File: src/rtl/cmd_frame_rx.sv
// K-character framed command receiver: buffers opcode + payload, verifies an additive checksum, commits atomically.
// Optional statistics counters are built when CMD_FRAME_RX_STAT_EN is defined.
module cmd_frame_rx #(
  parameter int                 DATA_W    = 16,
  parameter int                 CTRL_W    = DATA_W / 8,
  parameter int                 MAX_WORDS = 32,
  parameter logic [DATA_W-1:0]  SOF_CODE  = 16'h02BC,
  parameter logic [DATA_W-1:0]  EOF_CODE  = 16'h03BC,
  parameter logic [CTRL_W-1:0]  SOF_CTRL  = 2'b01,
  localparam int                LEN_W     = $clog2(MAX_WORDS + 1)
) (
  input  logic                          GT_USRCLK,
  input  logic                          rst_n,
  input  logic [DATA_W-1:0]             RX_DATA,
  input  logic [CTRL_W-1:0]             RXCTRL,
  output logic [DATA_W-1:0]             CMD_OPCODE,
  output logic [MAX_WORDS*DATA_W-1:0]   CMD_PAYLOAD,
  output logic [LEN_W-1:0]              CMD_LEN,
  output logic                          CMD_VALID,
  output logic                          CMD_ERR_CKSUM,
  output logic                          CMD_ERR_LEN,
  output logic                          CMD_BUSY
`ifdef CMD_FRAME_RX_STAT_EN
  ,
  input  logic                          STAT_CLR,
  output logic [15:0]                   STAT_GOOD,
  output logic [15:0]                   STAT_CKSUM,
  output logic [15:0]                   STAT_LEN
`endif
);

  localparam int FRM_W = MAX_WORDS + 2;
  localparam int CNT_W = $clog2(FRM_W + 1);

  typedef enum logic [1:0] {IDLE, RECV, DROP, CHECK} state_t;

  state_t             state;
  logic [DATA_W-1:0]  rx_data_d1;
  logic [CTRL_W-1:0]  rxctrl_d1;
  logic [DATA_W-1:0]  frame_buf [FRM_W];
  logic [CNT_W-1:0]   cnt;
  logic [DATA_W-1:0]  sum;
  logic [DATA_W-1:0]  last;
  logic               sof;
  logic               eof;
  logic               is_data;

  assign sof      = (rxctrl_d1 == SOF_CTRL) && (rx_data_d1 == SOF_CODE);
  assign eof      = (rxctrl_d1 == SOF_CTRL) && (rx_data_d1 == EOF_CODE);
  assign is_data  = (rxctrl_d1 == '0);
  assign CMD_BUSY = (state != IDLE);

  // Stage d1 (input register) -> frame FSM / commit registers
  always_ff @(posedge GT_USRCLK or negedge rst_n) begin
    if (!rst_n) begin
      state         <= IDLE;
      rx_data_d1    <= '0;
      rxctrl_d1     <= '0;
      cnt           <= '0;
      sum           <= '0;
      last          <= '0;
      CMD_OPCODE    <= '0;
      CMD_PAYLOAD   <= '0;
      CMD_LEN       <= '0;
      CMD_VALID     <= 1'b0;
      CMD_ERR_CKSUM <= 1'b0;
      CMD_ERR_LEN   <= 1'b0;
      for (int i = 0; i < FRM_W; i++) frame_buf[i] <= '0;
    end else begin
      rx_data_d1    <= RX_DATA;
      rxctrl_d1     <= RXCTRL;
      CMD_VALID     <= 1'b0;
      CMD_ERR_CKSUM <= 1'b0;
      CMD_ERR_LEN   <= 1'b0;
      unique case (state)
        RECV: begin
          if (!sof && eof) begin
            state <= CHECK;
          end else if (!sof && is_data) begin
            if (cnt == CNT_W'(FRM_W)) begin
              state <= DROP;
            end else begin
              // sum trails by one word so the checksum word never enters it
              frame_buf[cnt] <= rx_data_d1;
              cnt            <= cnt + CNT_W'(1);
              sum            <= sum + last;
              last           <= rx_data_d1;
            end
          end
        end
        DROP: begin
          if (!sof && eof) begin
            CMD_ERR_LEN <= 1'b1;
            state       <= IDLE;
          end
        end
        CHECK: begin
          state <= IDLE;
          if (cnt < CNT_W'(2)) begin
            CMD_ERR_LEN <= 1'b1;
          end else if (sum != last) begin
            CMD_ERR_CKSUM <= 1'b1;
          end else begin
            CMD_VALID  <= 1'b1;
            CMD_OPCODE <= frame_buf[0];
            CMD_LEN    <= LEN_W'(cnt - CNT_W'(2));
            for (int i = 0; i < MAX_WORDS; i++)
              CMD_PAYLOAD[i*DATA_W +: DATA_W] <= (i + 2 < int'(cnt)) ? frame_buf[i+1] : '0;
          end
        end
        default: ;
      endcase
      // SOF restarts reception from any state, including the CHECK cycle
      if (sof) begin
        state <= RECV;
        cnt   <= '0;
        sum   <= '0;
        last  <= '0;
      end
    end
  end

`ifdef CMD_FRAME_RX_STAT_EN
  function automatic logic [15:0] sat_inc(input logic [15:0] v);
    return (v == 16'hFFFF) ? v : v + 16'd1;
  endfunction

  // Stage commit pulses -> statistics counters
  always_ff @(posedge GT_USRCLK or negedge rst_n) begin
    if (!rst_n) begin
      STAT_GOOD  <= '0;
      STAT_CKSUM <= '0;
      STAT_LEN   <= '0;
    end else if (STAT_CLR) begin
      STAT_GOOD  <= '0;
      STAT_CKSUM <= '0;
      STAT_LEN   <= '0;
    end else begin
      if (CMD_VALID)     STAT_GOOD  <= sat_inc(STAT_GOOD);
      if (CMD_ERR_CKSUM) STAT_CKSUM <= sat_inc(STAT_CKSUM);
      if (CMD_ERR_LEN)   STAT_LEN   <= sat_inc(STAT_LEN);
    end
  end
`endif

endmodule

File: config.mk
export PLATFORM = sky130hd
export DESIGN_NAME = cmd_frame_rx
export DESIGN_NICKNAME = d
export VERILOG_FILES = /design/src/rtl/cmd_frame_rx.sv
export SDC_FILE = /design/constraint.sdc
export NUM_CORES = 2
export LEC_CHECK = 0
export BUFFER_PORTS_ARGS = -buffer_cell sky130_fd_sc_hd__buf_4
export CAP_MARGIN = 20
export CORE_MARGIN = 2
export CORE_UTILIZATION = 30
export CTS_BUF_LIST = sky130_fd_sc_hd__clkbuf_2
export DETAILED_ROUTE_END_ITERATION = 12
export HOLD_SLACK_MARGIN = 0.03
export SLEW_MARGIN = 20
export SYNTH_ARGS = -nofsm -noshare
export SYNTH_HDL_FRONTEND = slang
export SYNTH_SLANG_ARGS = --single-unit
File: constraint.sdc
create_clock -name GT_USRCLK -period 5.9 [get_ports GT_USRCLK]
set_clock_uncertainty 0.1 [all_clocks]
set_input_delay 0.885 -clock GT_USRCLK [delete_from_list [all_inputs] [get_ports GT_USRCLK]]
set_output_delay 0.885 -clock GT_USRCLK [all_outputs]
set_load 0.02 [all_outputs]
==> results.yml <==
worst_setup_path:
  cp.arrival_ns: 5.51
  crit_fanout: 154
  crit_required_ns: 7.28
  slowest_delay_ns: 0.52
  critPathLaunchType: "flop"
  cp_cell_sequence: "ha_1 -> or4_1 -> nor4_1 -> and4_1 -> nand3_4 -> inv_16 -> buf_16 -> buf_4 -> nand3_1 -> nand2_1"
  critPathBufInv: 3
  cpMaxStageDelayCell: "or4_1"
  cp-end-kind: "flop"
  crit_type: "reg2reg"
  path_delay_family: "simple AND/OR/NAND/NOR gates"
floorplan:
  start_util: 0.3027
  row_count: 140
  coreArea_mm2: 0.1457
  num_io_pins: 558
  dieArea_mm2: 0.1501
  die_w_um: 387.5
  die_h_um: 387.5
grt:
  grt.overflow.total: 0
  grt_max_degree: 243
  antenna_found_initial: 18
  grt_pass1_wl_mm: 215.5
  grt.total_usage: 0.1922
  first_global_vias: 32725
flow_run:
  maxCapViolCount: 0
place:
  io_buffers: 557
  gp_congestion: 0.8225
  place_area_mm2: 0.05024
  post-dp-hpwl_mm: 88.54
cts:
  clkTransAtPathRegs_ns: 0.10
  numCtsBuffers: 316
  cts_num_sinks: 1123
  cts_resized: 0
  cts_max_path_buffers: 4
  cts_tree: "built"
  cts-hold-fix-buffers: 43
  clockRootBuffer: "clkbuf_2"
  htreeDepth: 5
  insertion_delay_ns: 1.71
  cts_setup_buffers: 0
sta:
  fin_crit_sh: 0.6994
  finalHoldViolCount: 0
  maxSlewViolCount: 0
  relSlewSlack: 0.2329
  worst_pin_slew_ns: 1.151
  tns_ns: 0
  rsz0062_at_grt: "false"
  clock.fmax_mhz: 242.3
  fin_crit_ns: 4.127
  setup_viol: 0
synthesis:
  syn_nets: 3914
  synth.area.top_cells: "dfrtp_1, mux2_2, nand2_1"
  avgSynthCellArea_um2: 11.41
  yosysWarnings: 0
  synthArstFlopShare: 1.000
  syn_area_mm2: 0.04411
  synth_top_area_cell: "dfrtp_1"
  ys_seq_elements: 1123
  ys_seq_area_frac: 0.6370
  synth_flop_cell: "dfrtp_1"
  synthCells: 3866
  synth.distinct_cells: 56
  netlist.area_leader.share: 0.6370
  synth_edf_count: 0
  yosysMostFrequentCell: "nand2_1"
  ys_top_cells_by_count: "nand2_1, dfrtp_1, nand3_1, mux2_2, clkbuf_1"
routing:
  via_per_inst: 4.791
  drt-pass1-iter-count: 5
  post-route-drc-count: 0
  postRouteAntennaNets: 0
  totalWireLength_mm: 146.9
  wire_per_inst_um: 21.78
  drt_iter0_drc: 2112
  vias: 32303
power_and_ir_drop:
  p_leak_nw: 29.76
  peakVddDrop_uv: 125.5
  power.density_mw_per_mm2: 253.1
run_status:
  status: "complete, no violations"
layout:
  design_area_mm2: 0.05335
  syn_to_final_growth_pct: 20.94
  layout.nets: 4654
  drive_gt1_frac: 0.3422
hold_path:
  hp-class: "reg2reg"
## cells in the final DEF, fill, tap and decap left out, types with 13 or more instances in the layout
master,count
dlygate4sd3_1,42
clkinv_1,38
nand2_1,1172
inv_1,13
clkbuf_2,456
o21ai_0,32
nand3_1,532
buf_4,627
dfrtp_1,1106
mux2_2,488
nor2_1,25
ha_1,27
a21oi_1,20
o21ai_1,20
mux2_1,40
dfrtp_2,17
diode_2,24
## final timing paths
path,startpoint,slack (ns),end,cells after the start
max,sum[8],1.77,CMD_PAYLOAD[435],10
min,frame_buf[80],0.29,CMD_PAYLOAD[432],2
max reg2reg,sum[8],1.77,CMD_PAYLOAD[435],10
min reg2reg,frame_buf[80],0.29,CMD_PAYLOAD[432],2
max in group asynchronous,rst_n,4.17,rx_data_d1[1],4
min in group asynchronous,rst_n,0.56,last[14],4
## stage by stage
stage                     power [mW]  hold slack, ns  instances  utilization  setup slack (ns)
final                          13.50          0.2857       6742       0.3661             1.773
after CTS                      13.70         0.05282       6717       0.3655             1.846
after floorplan                7.932          0.3331       3866            -             3.332
after global routing           14.18          0.1240       6727       0.3658             1.658
after detailed placement       8.265          0.3521       6161       0.3448             2.011
after global placement         8.261          0.3412       6161       0.3447             2.000
## area by class of cell
type	instances	area, um^2
Antenna cell	24	60.06
Sequential cell	1123	28120
Multi-Input combinational cell	2467	14720
Fill cell	14671	92390
Tap cell	1917	2399
Clock buffer	456	2282
Timing Repair Buffer	682	5398
Inverter	16	76.32
Clock inverter	57	290.3
## routing by layer
layer	part of all wire	global-route usage	up-vias
met2	0.48	0.3082	1104
met5	0	0	-
li1	-	-	14565
met1	0.43	0.2515	16386
met3	0.056	0.04355	248
met4	0.035	0.07685	0
## where the power goes
part           leakage, nW  internal [mW]  switching [mW]  total (mW)
clock network         2.04           2.12            3.25        5.38
registers             15.6           7.70         0.00945        7.71
logic                 12.1         0.0735           0.344       0.418
total                 29.8           9.90            3.60        13.5
## cell families (layout without fill, tap and decap cells)
group                    Yosys count  in the layout  synth area share
AO/OA/AOI/OAI                    115            115           0.01503
XOR/XNOR                          15             15          0.002978
adder cells (fa/ha/maj)           28             28          0.008112
buffers and inverters            276           1211           0.03089
flip-flops                      1123           1123            0.6370
multiplexers                     531            531            0.1355
other                              0             24                 0
AND/OR/NAND/NOR                 1778           1778            0.1705
## worst register-to-register path, delay by kind of cell, from the launching register on
| family | cells | cell delay, ns |
|---|---|---|
| flip-flops | 1 | 0.39 |
| buffers and inverters | 3 | 1.63 |
| AND/OR/NAND/NOR | 6 | 1.47 |
| adder cells (fa/ha/maj) | 1 | 0.39 |
## flip-flops by register name, summed over array words and instances, names as in the netlist, 2 cells and up
signal       flops
CMD_LEN          6
cnt              6
frame_buf      528
sum             16
rxctrl_d1        2
state            2
CMD_PAYLOAD    512
last            16
rx_data_d1      16
CMD_OPCODE      16
Note: power is estimated with default switching activity, not from simulation.
